--- src/rtl/l1tlb_miss_ctrl_pkg.sv ---
// Shared types and widths for the L1TLB miss controller and its L1TLB<->L2TLB channels.
package l1tlb_miss_ctrl_pkg;

  localparam int unsigned RID_W    = 6;
  localparam int unsigned LADDR_W  = 39;
  localparam int unsigned PAGE_W   = 12;
  localparam int unsigned VPN_W    = LADDR_W - PAGE_W;
  localparam int unsigned HPADDR_W = 11;
  localparam int unsigned PPADDR_W = 3;
  localparam int unsigned DCTLBE_W = 13;

  typedef enum logic [1:0] {
    ENT_IDLE = 2'd0,
    ENT_SEND = 2'd1,
    ENT_WAIT = 2'd2
  } ent_state_e;

  typedef struct packed {
    logic [RID_W-1:0]   rid;
    logic [LADDR_W-1:0] laddr;
  } I_l1tlbtol2tlb_req_type;

  typedef struct packed {
    logic [RID_W-1:0]    rid;
    logic [HPADDR_W-1:0] hpaddr;
    logic [PPADDR_W-1:0] ppaddr;
    logic [DCTLBE_W-1:0] dctlbe;
  } I_l2tlbtol1tlb_ack_type;

  typedef struct packed {
    logic [RID_W-1:0]    rid;
    logic [HPADDR_W-1:0] hpaddr;
  } I_l2tlbtol1tlb_snoop_type;

  typedef struct packed {
    logic [RID_W-1:0] rid;
  } I_l1tlbtol2tlb_sack_type;

endpackage

--- src/rtl/l1tlb_miss_ctrl_if.sv ---
// Bundles the miss, req, ack, snoop, sack, fill and invalidate channels of the miss controller.
interface l1tlb_miss_ctrl_if;
  import l1tlb_miss_ctrl_pkg::*;

  logic                     miss_valid;
  logic                     miss_retry;
  logic [LADDR_W-1:0]       miss_laddr;

  logic                     l1tlbtol2tlb_req_valid;
  logic                     l1tlbtol2tlb_req_retry;
  I_l1tlbtol2tlb_req_type   l1tlbtol2tlb_req;

  logic                     l2tlbtol1tlb_ack_valid;
  logic                     l2tlbtol1tlb_ack_retry;
  I_l2tlbtol1tlb_ack_type   l2tlbtol1tlb_ack;

  logic                     l2tlbtol1tlb_snoop_valid;
  logic                     l2tlbtol1tlb_snoop_retry;
  I_l2tlbtol1tlb_snoop_type l2tlbtol1tlb_snoop;

  logic                     l1tlbtol2tlb_sack_valid;
  logic                     l1tlbtol2tlb_sack_retry;
  I_l1tlbtol2tlb_sack_type  l1tlbtol2tlb_sack;

  logic                     fill_valid;
  logic [VPN_W-1:0]         fill_vpn;
  logic [HPADDR_W-1:0]      fill_hpaddr;
  logic [PPADDR_W-1:0]      fill_ppaddr;
  logic [DCTLBE_W-1:0]      fill_dctlbe;
  logic                     fill_stale;

  logic                     inval_valid;
  logic [HPADDR_W-1:0]      inval_hpaddr;

  // Environment side: L1TLB lookup, L2TLB and the L1TLB array.
  modport master (
    output miss_valid, miss_laddr,
    input  miss_retry,
    input  l1tlbtol2tlb_req_valid, l1tlbtol2tlb_req,
    output l1tlbtol2tlb_req_retry,
    output l2tlbtol1tlb_ack_valid, l2tlbtol1tlb_ack,
    input  l2tlbtol1tlb_ack_retry,
    output l2tlbtol1tlb_snoop_valid, l2tlbtol1tlb_snoop,
    input  l2tlbtol1tlb_snoop_retry,
    input  l1tlbtol2tlb_sack_valid, l1tlbtol2tlb_sack,
    output l1tlbtol2tlb_sack_retry,
    input  fill_valid, fill_vpn, fill_hpaddr, fill_ppaddr, fill_dctlbe, fill_stale,
    input  inval_valid, inval_hpaddr
  );

  // Controller side.
  modport slave (
    input  miss_valid, miss_laddr,
    output miss_retry,
    output l1tlbtol2tlb_req_valid, l1tlbtol2tlb_req,
    input  l1tlbtol2tlb_req_retry,
    input  l2tlbtol1tlb_ack_valid, l2tlbtol1tlb_ack,
    output l2tlbtol1tlb_ack_retry,
    input  l2tlbtol1tlb_snoop_valid, l2tlbtol1tlb_snoop,
    output l2tlbtol1tlb_snoop_retry,
    output l1tlbtol2tlb_sack_valid, l1tlbtol2tlb_sack,
    input  l1tlbtol2tlb_sack_retry,
    output fill_valid, fill_vpn, fill_hpaddr, fill_ppaddr, fill_dctlbe, fill_stale,
    output inval_valid, inval_hpaddr
  );

endinterface

--- src/rtl/fflop.sv ---
// Single-stage valid/retry output register: loads when empty or draining, holds under retry.
module fflop #(
  parameter int unsigned W = 1
) (
  input  logic         clk,
  input  logic         reset,
  input  logic         din_valid,
  output logic         din_retry,
  input  logic [W-1:0] din,
  output logic         q_valid,
  input  logic         q_retry,
  output logic [W-1:0] q
);

  // Upstream must wait while the held value is being back-pressured.
  assign din_retry = q_valid && q_retry;

  // Capture a new value whenever the register is free or transferring this cycle.
  always_ff @(posedge clk or negedge reset) begin
    if (!reset) begin
      q_valid <= 1'b0;
      q       <= '0;
    end else if (!din_retry) begin
      q_valid <= din_valid;
      q       <= din;
    end
  end

endmodule

--- src/rtl/l1tlb_miss_ctrl_entry.sv ---
// One outstanding-miss slot: IDLE/SEND/WAIT state, page number, stale flag and VPN compare.
module l1tlb_miss_entry
  import l1tlb_miss_ctrl_pkg::*;
(
  input  logic             clk,
  input  logic             reset,
  input  logic             alloc,
  input  logic             issue,
  input  logic             ack_hit,
  input  logic             snoop_hit,
  input  logic [VPN_W-1:0] lookup_vpn,
  output logic             idle_c,
  output logic             send_c,
  output logic             wait_c,
  output logic             match_c,
  output logic [VPN_W-1:0] vpn,
  output logic             stale
);

  ent_state_e state_q;
  ent_state_e state_d;

  // State register.
  always_ff @(posedge clk or negedge reset) begin
    if (!reset) state_q <= ENT_IDLE;
    else        state_q <= state_d;
  end

  // Next state: allocate, hand the request to L2TLB, retire on ack.
  always_comb begin
    state_d = state_q;
    case (state_q)
      ENT_IDLE: if (alloc)   state_d = ENT_SEND;
      ENT_SEND: if (issue)   state_d = ENT_WAIT;
      ENT_WAIT: if (ack_hit) state_d = ENT_IDLE;
      default:               state_d = ENT_IDLE;
    endcase
  end

  // State decodes and the merge comparator.
  always_comb begin
    idle_c  = 1'b0;
    send_c  = 1'b0;
    wait_c  = 1'b0;
    match_c = 1'b0;
    idle_c  = (state_q == ENT_IDLE);
    send_c  = (state_q == ENT_SEND);
    wait_c  = (state_q == ENT_WAIT);
    match_c = !idle_c && (vpn == lookup_vpn);
  end

  // Page number is captured on allocation; any snoop while in flight marks the translation stale.
  always_ff @(posedge clk or negedge reset) begin
    if (!reset) begin
      vpn   <= '0;
      stale <= 1'b0;
    end else if (alloc) begin
      vpn   <= lookup_vpn;
      stale <= 1'b0;
    end else if (snoop_hit && !idle_c) begin
      stale <= 1'b1;
    end
  end

endmodule

--- src/rtl/l1tlb_miss_ctrl.sv ---
// L1TLB miss controller: merges misses, issues L2TLB requests, turns acks into fills, services snoops.
module l1tlb_miss_ctrl
  import l1tlb_miss_ctrl_pkg::*;
#(
  parameter int unsigned NUM_MISS = 4
) (
  input logic         clk,
  input logic         reset,
  l1tlb_miss_ctrl_if.slave bus
);

  logic [NUM_MISS-1:0] alloc;
  logic [NUM_MISS-1:0] issue;
  logic [NUM_MISS-1:0] ack_hit;
  logic [NUM_MISS-1:0] idle_c;
  logic [NUM_MISS-1:0] send_c;
  logic [NUM_MISS-1:0] wait_c;
  logic [NUM_MISS-1:0] match_c;
  logic [NUM_MISS-1:0] stale_v;
  logic [VPN_W-1:0]    vpn_v [NUM_MISS];

  logic [VPN_W-1:0]        miss_vpn;
  logic                    snoop_accept;
  logic                    req_hold;
  logic                    req_fire;
  logic                    req_d_valid;
  I_l1tlbtol2tlb_req_type  req_d;
  I_l1tlbtol2tlb_sack_type sack_d;
  logic                    ack_any;
  logic [VPN_W-1:0]        fill_vpn_d;
  logic                    fill_stale_d;
  logic                    unused_page_bits;

  assign miss_vpn         = bus.miss_laddr[LADDR_W-1:PAGE_W];
  assign unused_page_bits = ^bus.miss_laddr[PAGE_W-1:0];
  assign bus.l2tlbtol1tlb_ack_retry = 1'b0;

  // Miss slots.
  for (genvar g = 0; g < int'(NUM_MISS); g++) begin : g_ent
    l1tlb_miss_entry u_ent (
      .clk        (clk),
      .reset      (reset),
      .alloc      (alloc[g]),
      .issue      (issue[g]),
      .ack_hit    (ack_hit[g]),
      .snoop_hit  (snoop_accept),
      .lookup_vpn (miss_vpn),
      .idle_c     (idle_c[g]),
      .send_c     (send_c[g]),
      .wait_c     (wait_c[g]),
      .match_c    (match_c[g]),
      .vpn        (vpn_v[g]),
      .stale      (stale_v[g])
    );
  end

  // Merge on any in-flight VPN match, else allocate the lowest idle slot, else retry.
  always_comb begin
    logic                have_idle;
    logic                any_match;
    logic [NUM_MISS-1:0] first_idle;
    have_idle  = 1'b0;
    first_idle = '0;
    any_match  = |match_c;
    for (int i = 0; i < int'(NUM_MISS); i++) begin
      if (idle_c[i] && !have_idle) begin
        first_idle[i] = 1'b1;
        have_idle     = 1'b1;
      end
    end
    bus.miss_retry = !any_match && !have_idle;
    alloc = (bus.miss_valid && !any_match && have_idle) ? first_idle : '0;
  end

  // Next request: lowest slot that will still be SEND next cycle, with a bypass for a fresh allocation.
  always_comb begin
    req_fire    = bus.l1tlbtol2tlb_req_valid && !req_hold;
    req_d_valid = 1'b0;
    req_d       = '0;
    issue       = '0;
    for (int i = 0; i < int'(NUM_MISS); i++) begin
      issue[i] = req_fire && (bus.l1tlbtol2tlb_req.rid == RID_W'(i));
      if (((send_c[i] && !issue[i]) || alloc[i]) && !req_d_valid) begin
        req_d_valid = 1'b1;
        req_d.rid   = RID_W'(i);
        req_d.laddr = {(alloc[i] ? miss_vpn : vpn_v[i]), {PAGE_W{1'b0}}};
      end
    end
  end

  // Request output register.
  fflop #(.W($bits(I_l1tlbtol2tlb_req_type))) u_req_ff (
    .clk       (clk),
    .reset     (reset),
    .din_valid (req_d_valid),
    .din_retry (req_hold),
    .din       (req_d),
    .q_valid   (bus.l1tlbtol2tlb_req_valid),
    .q_retry   (bus.l1tlbtol2tlb_req_retry),
    .q         (bus.l1tlbtol2tlb_req)
  );

  // Sack payload echoes the snoop rid.
  always_comb begin
    sack_d       = '0;
    sack_d.rid   = bus.l2tlbtol1tlb_snoop.rid;
    snoop_accept = bus.l2tlbtol1tlb_snoop_valid && !bus.l2tlbtol1tlb_snoop_retry;
  end

  // Sack output register; its back-pressure is the snoop retry.
  fflop #(.W($bits(I_l1tlbtol2tlb_sack_type))) u_sack_ff (
    .clk       (clk),
    .reset     (reset),
    .din_valid (bus.l2tlbtol1tlb_snoop_valid),
    .din_retry (bus.l2tlbtol1tlb_snoop_retry),
    .din       (sack_d),
    .q_valid   (bus.l1tlbtol2tlb_sack_valid),
    .q_retry   (bus.l1tlbtol2tlb_sack_retry),
    .q         (bus.l1tlbtol2tlb_sack)
  );

  // Ack lookup; a snoop in the same cycle wins, so the fill is reported stale.
  always_comb begin
    ack_any      = 1'b0;
    fill_vpn_d   = '0;
    fill_stale_d = 1'b0;
    ack_hit      = '0;
    for (int i = 0; i < int'(NUM_MISS); i++) begin
      ack_hit[i] = bus.l2tlbtol1tlb_ack_valid && wait_c[i] &&
                   (bus.l2tlbtol1tlb_ack.rid == RID_W'(i));
      if (ack_hit[i]) begin
        ack_any      = 1'b1;
        fill_vpn_d   = vpn_v[i];
        fill_stale_d = stale_v[i] || snoop_accept;
      end
    end
  end

  // Fill and invalidate pulses to the L1TLB array.
  always_ff @(posedge clk or negedge reset) begin
    if (!reset) begin
      bus.fill_valid   <= 1'b0;
      bus.fill_vpn     <= '0;
      bus.fill_hpaddr  <= '0;
      bus.fill_ppaddr  <= '0;
      bus.fill_dctlbe  <= '0;
      bus.fill_stale   <= 1'b0;
      bus.inval_valid  <= 1'b0;
      bus.inval_hpaddr <= '0;
    end else begin
      bus.fill_valid  <= ack_any;
      bus.inval_valid <= snoop_accept;
      if (ack_any) begin
        bus.fill_vpn    <= fill_vpn_d;
        bus.fill_hpaddr <= bus.l2tlbtol1tlb_ack.hpaddr;
        bus.fill_ppaddr <= bus.l2tlbtol1tlb_ack.ppaddr;
        bus.fill_dctlbe <= bus.l2tlbtol1tlb_ack.dctlbe;
        bus.fill_stale  <= fill_stale_d;
      end
      if (snoop_accept) bus.inval_hpaddr <= bus.l2tlbtol1tlb_snoop.hpaddr;
    end
  end

endmodule

--- src/flat_wrapper.sv ---
// flat-port wrapper written by rule: the top's interface ports become plain ports
module l1tlb_miss_ctrl_flat import l1tlb_miss_ctrl_pkg::*;
#(
  parameter int unsigned NUM_MISS = 4
)
  (clk, reset, bus_miss_valid, bus_miss_laddr, bus_miss_retry, bus_l1tlbtol2tlb_req_valid, bus_l1tlbtol2tlb_req, bus_l1tlbtol2tlb_req_retry, bus_l2tlbtol1tlb_ack_valid, bus_l2tlbtol1tlb_ack, bus_l2tlbtol1tlb_ack_retry, bus_l2tlbtol1tlb_snoop_valid, bus_l2tlbtol1tlb_snoop, bus_l2tlbtol1tlb_snoop_retry, bus_l1tlbtol2tlb_sack_valid, bus_l1tlbtol2tlb_sack, bus_l1tlbtol2tlb_sack_retry, bus_fill_valid, bus_fill_vpn, bus_fill_hpaddr, bus_fill_ppaddr, bus_fill_dctlbe, bus_fill_stale, bus_inval_valid, bus_inval_hpaddr);
  l1tlb_miss_ctrl_if bus_i ();
  input logic clk;
  input logic reset;
  input wire logic [$bits(bus_i.miss_valid)-1:0] bus_miss_valid;
  input wire logic [$bits(bus_i.miss_laddr)-1:0] bus_miss_laddr;
  output wire logic [$bits(bus_i.miss_retry)-1:0] bus_miss_retry;
  output wire logic [$bits(bus_i.l1tlbtol2tlb_req_valid)-1:0] bus_l1tlbtol2tlb_req_valid;
  output wire logic [$bits(bus_i.l1tlbtol2tlb_req)-1:0] bus_l1tlbtol2tlb_req;
  input wire logic [$bits(bus_i.l1tlbtol2tlb_req_retry)-1:0] bus_l1tlbtol2tlb_req_retry;
  input wire logic [$bits(bus_i.l2tlbtol1tlb_ack_valid)-1:0] bus_l2tlbtol1tlb_ack_valid;
  input wire logic [$bits(bus_i.l2tlbtol1tlb_ack)-1:0] bus_l2tlbtol1tlb_ack;
  output wire logic [$bits(bus_i.l2tlbtol1tlb_ack_retry)-1:0] bus_l2tlbtol1tlb_ack_retry;
  input wire logic [$bits(bus_i.l2tlbtol1tlb_snoop_valid)-1:0] bus_l2tlbtol1tlb_snoop_valid;
  input wire logic [$bits(bus_i.l2tlbtol1tlb_snoop)-1:0] bus_l2tlbtol1tlb_snoop;
  output wire logic [$bits(bus_i.l2tlbtol1tlb_snoop_retry)-1:0] bus_l2tlbtol1tlb_snoop_retry;
  output wire logic [$bits(bus_i.l1tlbtol2tlb_sack_valid)-1:0] bus_l1tlbtol2tlb_sack_valid;
  output wire logic [$bits(bus_i.l1tlbtol2tlb_sack)-1:0] bus_l1tlbtol2tlb_sack;
  input wire logic [$bits(bus_i.l1tlbtol2tlb_sack_retry)-1:0] bus_l1tlbtol2tlb_sack_retry;
  output wire logic [$bits(bus_i.fill_valid)-1:0] bus_fill_valid;
  output wire logic [$bits(bus_i.fill_vpn)-1:0] bus_fill_vpn;
  output wire logic [$bits(bus_i.fill_hpaddr)-1:0] bus_fill_hpaddr;
  output wire logic [$bits(bus_i.fill_ppaddr)-1:0] bus_fill_ppaddr;
  output wire logic [$bits(bus_i.fill_dctlbe)-1:0] bus_fill_dctlbe;
  output wire logic [$bits(bus_i.fill_stale)-1:0] bus_fill_stale;
  output wire logic [$bits(bus_i.inval_valid)-1:0] bus_inval_valid;
  output wire logic [$bits(bus_i.inval_hpaddr)-1:0] bus_inval_hpaddr;
  assign bus_i.miss_valid = bus_miss_valid;
  assign bus_i.miss_laddr = bus_miss_laddr;
  assign bus_miss_retry = bus_i.miss_retry;
  assign bus_l1tlbtol2tlb_req_valid = bus_i.l1tlbtol2tlb_req_valid;
  assign bus_l1tlbtol2tlb_req = bus_i.l1tlbtol2tlb_req;
  assign bus_i.l1tlbtol2tlb_req_retry = bus_l1tlbtol2tlb_req_retry;
  assign bus_i.l2tlbtol1tlb_ack_valid = bus_l2tlbtol1tlb_ack_valid;
  assign bus_i.l2tlbtol1tlb_ack = bus_l2tlbtol1tlb_ack;
  assign bus_l2tlbtol1tlb_ack_retry = bus_i.l2tlbtol1tlb_ack_retry;
  assign bus_i.l2tlbtol1tlb_snoop_valid = bus_l2tlbtol1tlb_snoop_valid;
  assign bus_i.l2tlbtol1tlb_snoop = bus_l2tlbtol1tlb_snoop;
  assign bus_l2tlbtol1tlb_snoop_retry = bus_i.l2tlbtol1tlb_snoop_retry;
  assign bus_l1tlbtol2tlb_sack_valid = bus_i.l1tlbtol2tlb_sack_valid;
  assign bus_l1tlbtol2tlb_sack = bus_i.l1tlbtol2tlb_sack;
  assign bus_i.l1tlbtol2tlb_sack_retry = bus_l1tlbtol2tlb_sack_retry;
  assign bus_fill_valid = bus_i.fill_valid;
  assign bus_fill_vpn = bus_i.fill_vpn;
  assign bus_fill_hpaddr = bus_i.fill_hpaddr;
  assign bus_fill_ppaddr = bus_i.fill_ppaddr;
  assign bus_fill_dctlbe = bus_i.fill_dctlbe;
  assign bus_fill_stale = bus_i.fill_stale;
  assign bus_inval_valid = bus_i.inval_valid;
  assign bus_inval_hpaddr = bus_i.inval_hpaddr;
  l1tlb_miss_ctrl #(.NUM_MISS(NUM_MISS)) u_core (.clk(clk), .reset(reset), .bus(bus_i));
endmodule
--- config.mk ---
export PLATFORM = sky130hd
export DESIGN_NAME = l1tlb_miss_ctrl_flat
export DESIGN_NICKNAME = d
export VERILOG_FILES = /design/src/rtl/l1tlb_miss_ctrl_pkg.sv /design/src/rtl/l1tlb_miss_ctrl_if.sv /design/src/rtl/fflop.sv /design/src/rtl/l1tlb_miss_ctrl_entry.sv /design/src/rtl/l1tlb_miss_ctrl.sv /design/src/flat_wrapper.sv
export SDC_FILE = /design/constraint.sdc
export NUM_CORES = 1
export LEC_CHECK = 0
export CAP_MARGIN = 20
export CORE_MARGIN = 5
export CORE_UTILIZATION = 25
export CTS_BUF_LIST = sky130_fd_sc_hd__clkbuf_8
export CTS_CLUSTER_SIZE = 16
export DETAILED_ROUTE_END_ITERATION = 7
export PLACE_DENSITY = 0.5
export SLEW_MARGIN = 0
export SYNTH_ARGS = -nofsm -noshare
export SYNTH_HDL_FRONTEND = slang
export SYNTH_SLANG_ARGS = --single-unit
--- constraint.sdc ---
create_clock -name clk -period 6.4 [get_ports clk]
set_clock_uncertainty 0.1 [all_clocks]
set_input_delay 0.96 -clock clk [delete_from_list [all_inputs] [get_ports clk]]
set_output_delay 0.96 -clock clk [all_outputs]
set_load 0.01 [all_outputs]
==> results.sh <==
export IMPL_run_status="finished, final reports clean"
export IMPL_final_min_clock_period_ns=5.10
export IMPL_timing_worst_setup_path_type="input pin to output port"
export IMPL_worstPathRequired_ns=5.34
export IMPL_nFillCells=5236
export IMPL_worst_r2r_endpoint="u_core.u_req_ff.q[15]$_DFFE_PN0N_"
export IMPL_synth_top_area_cell="sky130_fd_sc_hd__dfrtp_1"
export IMPL_grt_setup_unrepaired="false"
export IMPL_setup_reg_to_reg_worst_slack_ns=2.46
export IMPL_synth_top_area_share_pct=45.0
export IMPL_remaining_drc_errors=0
export IMPL_synth_compound_area_share_pct=16.1
export IMPL_crit_path_cell_trace="clkdlybuf4s50_1, xnor2_1, nand4_1, nor4_1, a22o_2, nor4_1, clkdlybuf4s50_1"
export IMPL_boundaryPins=220
export IMPL_synth_cell_type_count=62
export IMPL_h_tree_depth=2
export IMPL_final_net_count=1502
export IMPL_synth_top_family_by_area="compound AO/OA/AOI/OAI gates"
export IMPL_power_static_leakage_uw=0.00660
export IMPL_timing_critical_path_slowest_cell_delay_ns=0.75
export IMPL_final_core_utilization_pct=31.5
export IMPL_holdBufCountCts=0
export IMPL_clock_sinks=225
export IMPL_synth_cell_area_mm2=0.0125
export IMPL_post_synth_and_or_nand_nor_area_fraction_pct=15.0
export IMPL_category_of_cells_accounting_for_the_largest_share_of_critical_path_delay="buffers and inverters"
export IMPL_total_detailed_routing_wirelength_mm=45.3
export IMPL_first_pass_grt_wire_length_mm=68.0
export IMPL_grt_pass1_vias=10512
export IMPL_final_global_route_overflow_total=0
export IMPL_placement_io_buffers=190
export IMPL_avgSynthCellArea_um2=10.0
export IMPL_netlist_instances=1250
export IMPL_routedWlPerCell_um=21.6
export IMPL_synth_fa_ha_area_share_pct=0
export IMPL_final_min_period_over_clock_period_pct=79.6
export IMPL_crit_path_max_fanout=32
export IMPL_timing_slew_headroom_pct=34.7
export IMPL_clk_transition_reported_paths_ns=0.05
export IMPL_timing_fmax_mhz=196
export IMPL_clock_insertion_delay_at_the_later_pin_of_the_skew_report_ns=0.62
export IMPL_synth_yosys_seq_area_share_pct=45.0
export IMPL_die_area_mm2=0.0546
export IMPL_synthTopCellsByCount="sky130_fd_sc_hd__dfrtp_1, sky130_fd_sc_hd__nand2_1, sky130_fd_sc_hd__nor2_1, sky130_fd_sc_hd__xnor2_1, sky130_fd_sc_hd__mux2_2"
export IMPL_cpMaxStageDelayCell="sky130_fd_sc_hd__a22o_2"
export IMPL_cts_buffer_depth=3
export IMPL_grt_start_max_net_pins=144
export IMPL_synth_seq_cells=225
export IMPL_tritoncts_clock_tree="built"
export IMPL_drt_pre_antenna_iters=6
export IMPL_maxCapViolations=0
export IMPL_critical_path_arrival_ns=4.04
export IMPL_finalHoldViolCount=0
export IMPL_warnings_synthesis=0
export IMPL_max_vdd_ir_drop_mv=0.217
export IMPL_layout_overhead_on_the_synthesized_area_pct=25.6
export IMPL_detail_route_antenna_nets=0
export IMPL_synth_xor_xnor_area_share_pct=7.56
export IMPL_critPathLaunchType="input pin"
export IMPL_diodes=0
export IMPL_tritoncts_num_buffers=45
export IMPL_drt_iter0_drc=889
export IMPL_power_density_mw_per_mm2=456
export IMPL_worst_hold_path_type="input pin to asynchronous set/reset pin"
export IMPL_ys_top_cells_by_area="sky130_fd_sc_hd__dfrtp_1, sky130_fd_sc_hd__mux2_2, sky130_fd_sc_hd__nand2_1"
export IMPL_finalSetupViolCount=0
export IMPL_groute_usage_overall_pct=16.3
export IMPL_async_flop_share_pct=100
export IMPL_synth_most_common_cell="sky130_fd_sc_hd__dfrtp_1"
export IMPL_standard_cell_rows=82
export IMPL_detailedPlacementHpwl_mm=29.7
export IMPL_yosys_mux_area_fraction_pct=8.55
export IMPL_fp_dieW_um=234
export IMPL_slew_violations=0
export IMPL_synth_ff_type="sky130_fd_sc_hd__dfrtp_1"
export IMPL_final_design_area_no_fill_mm2=0.0157
export IMPL_max_slew_worst_pin_slew_ns=0.976
export IMPL_layout_drive_gt1_share_pct=16.3
export IMPL_worstRegToRegCells=9
export IMPL_cp_num_buf_inv=2
export IMPL_detailed_place_area_mm2=0.0149
export IMPL_initial_core_util_pct=25.1
export IMPL_crit_reg2reg_launch="u_core.g_ent[2].u_ent.vpn[20]$_DFF_PN0_"
export IMPL_fin_setup_tns_ns=0
export IMPL_placeableCoreArea_mm2=0.0499
export IMPL_gp_congestion=0.854
export IMPL_via_count=10221
export IMPL_vias_per_cell=4.86
export IMPL_die_height_um=234
export IMPL_root_buffer="sky130_fd_sc_hd__clkbuf_8"
export IMPL_synth_edf_count=0
export IMPL_antenna_found_initial=1
export IMPL_post_cts_resize_count=0
export IMPL_cts_setup_buffers=0
export IMPL_cp_end_kind="output port"
## worst reg2reg max path, cell delays in order, from the launching register on
cell,delay [ns]
sky130_fd_sc_hd__dfrtp_1,0.42
sky130_fd_sc_hd__xnor2_1,0.40
sky130_fd_sc_hd__nand4_1,0.17
sky130_fd_sc_hd__nor4_1,0.29
sky130_fd_sc_hd__a22o_2,0.75
sky130_fd_sc_hd__buf_4,0.33
sky130_fd_sc_hd__nor2_4,0.08
sky130_fd_sc_hd__nor4_4,0.32
sky130_fd_sc_hd__nand3_4,0.56
sky130_fd_sc_hd__o211ai_1,0.41
## routing by layer
| metal | up-vias | GRT usage (%) | part of all wire, % |
|---|---|---|---|
| met5 | - | 0 | 0.044 |
| met1 | 5053 | 22.0 | 44 |
| met3 | 84 | 4.02 | 7.1 |
| met2 | 367 | 25.7 | 46 |
| li1 | 4715 | - | - |
| met4 | 2 | 5.14 | 2.5 |
## placed cells by master (no fill, tap or decap), types with 26 or more instances in the layout
cell type and count:
sky130_fd_sc_hd__nor2_1 84, sky130_fd_sc_hd__o211ai_2 40, sky130_fd_sc_hd__nor4_1 33, sky130_fd_sc_hd__clkbuf_8 55, sky130_fd_sc_hd__mux2_2 71, sky130_fd_sc_hd__xor2_1 27, sky130_fd_sc_hd__inv_1 69, sky130_fd_sc_hd__clkdlybuf4s50_1 189
sky130_fd_sc_hd__o211ai_1 67, sky130_fd_sc_hd__nand2_1 203, sky130_fd_sc_hd__dfrtp_1 225, sky130_fd_sc_hd__o21ai_0 28, sky130_fd_sc_hd__xnor2_1 81, sky130_fd_sc_hd__a222oi_1 27, sky130_fd_sc_hd__mux2i_1 27, sky130_fd_sc_hd__a41oi_1 26
## logic make-up (layout without fill, tap and decap cells)
family,after synthesis,in the layout
AO/OA/AOI/OAI,237,237
XOR/XNOR,108,108
buffers and inverters,184,347
flip-flops,225,225
multiplexers,98,98
other,1,17
AND/OR/NAND/NOR,397,397
## state kept, by name, indices dropped and copies added (netlist names)
name,cells
u_core.g_ent.u_ent.vpn,108
u_core.u_req_ff.q,29
u_core.bus.fill_vpn,27
u_core.bus.fill_dctlbe,13
u_core.bus.fill_hpaddr,11
u_core.bus.inval_hpaddr,11
u_core.g_ent.u_ent.state_q,8
u_core.u_sack_ff.q,6
u_core.g_ent.u_ent.stale,4
u_core.bus.fill_ppaddr,3
u_core.bus.fill_stale,1
u_core.bus.fill_valid,1
u_core.bus.inval_valid,1
u_core.u_req_ff.q_valid,1
u_core.u_sack_ff.q_valid,1
## worst max path at each step
stage                            start                                 to  slack [ns]  depth (start not counted)
CTS                 bus_miss_laddr[32]                     bus_miss_retry        1.26                          7
finish              bus_miss_laddr[32]                     bus_miss_retry        1.30                          7
floorplan           bus_miss_laddr[27]                     bus_miss_retry        2.82                          9
global route        bus_miss_laddr[32]                     bus_miss_retry        1.14                          7
global placement    bus_miss_laddr[32]  u_core.u_req_ff.q[18]$_DFFE_PN0N_        1.23                         10
detailed placement  bus_miss_laddr[32]  u_core.u_req_ff.q[15]$_DFFE_PN0N_        1.14                         10
## report_power, final
| part | internal [uW] | switching [uW] | leakage [uW] | total, uW |
|---|---|---|---|---|
| combinational | 1410 | 1790 | 0.00330 | 3200 |
| clock | 764 | 647 | 0.000467 | 1410 |
| sequential | 1990 | 563 | 0.00283 | 2550 |
## per-stage QoR
stage	hold WS, ns	total power [uW]	instances	setup slack, ns
2_1_floorplan	0.355	4470	1266	2.82
6_report	0.211	7160	2101	1.30
3_3_place_gp	0.354	5720	2029	1.23
3_5_place_dp	0.355	5770	2030	1.14
4_1_cts	0.227	7240	2100	1.26
5_1_grt	0.245	7630	2101	1.14
## cell type report
cell class / instances / area, um2 / area share, %
Inverter: 59 / 221 / 1.41
Tap cell: 672 / 841 / 5.35
Multi-Input combinational cell: 857 / 6020 / 38.3
Clock inverter: 15 / 71.3 / 0.454
Clock buffer: 55 / 757 / 4.82
Sequential cell: 225 / 5630 / 35.8
Timing Repair Buffer: 218 / 2170 / 13.8
No activity file was read; power rests on OpenSTA's default activity.
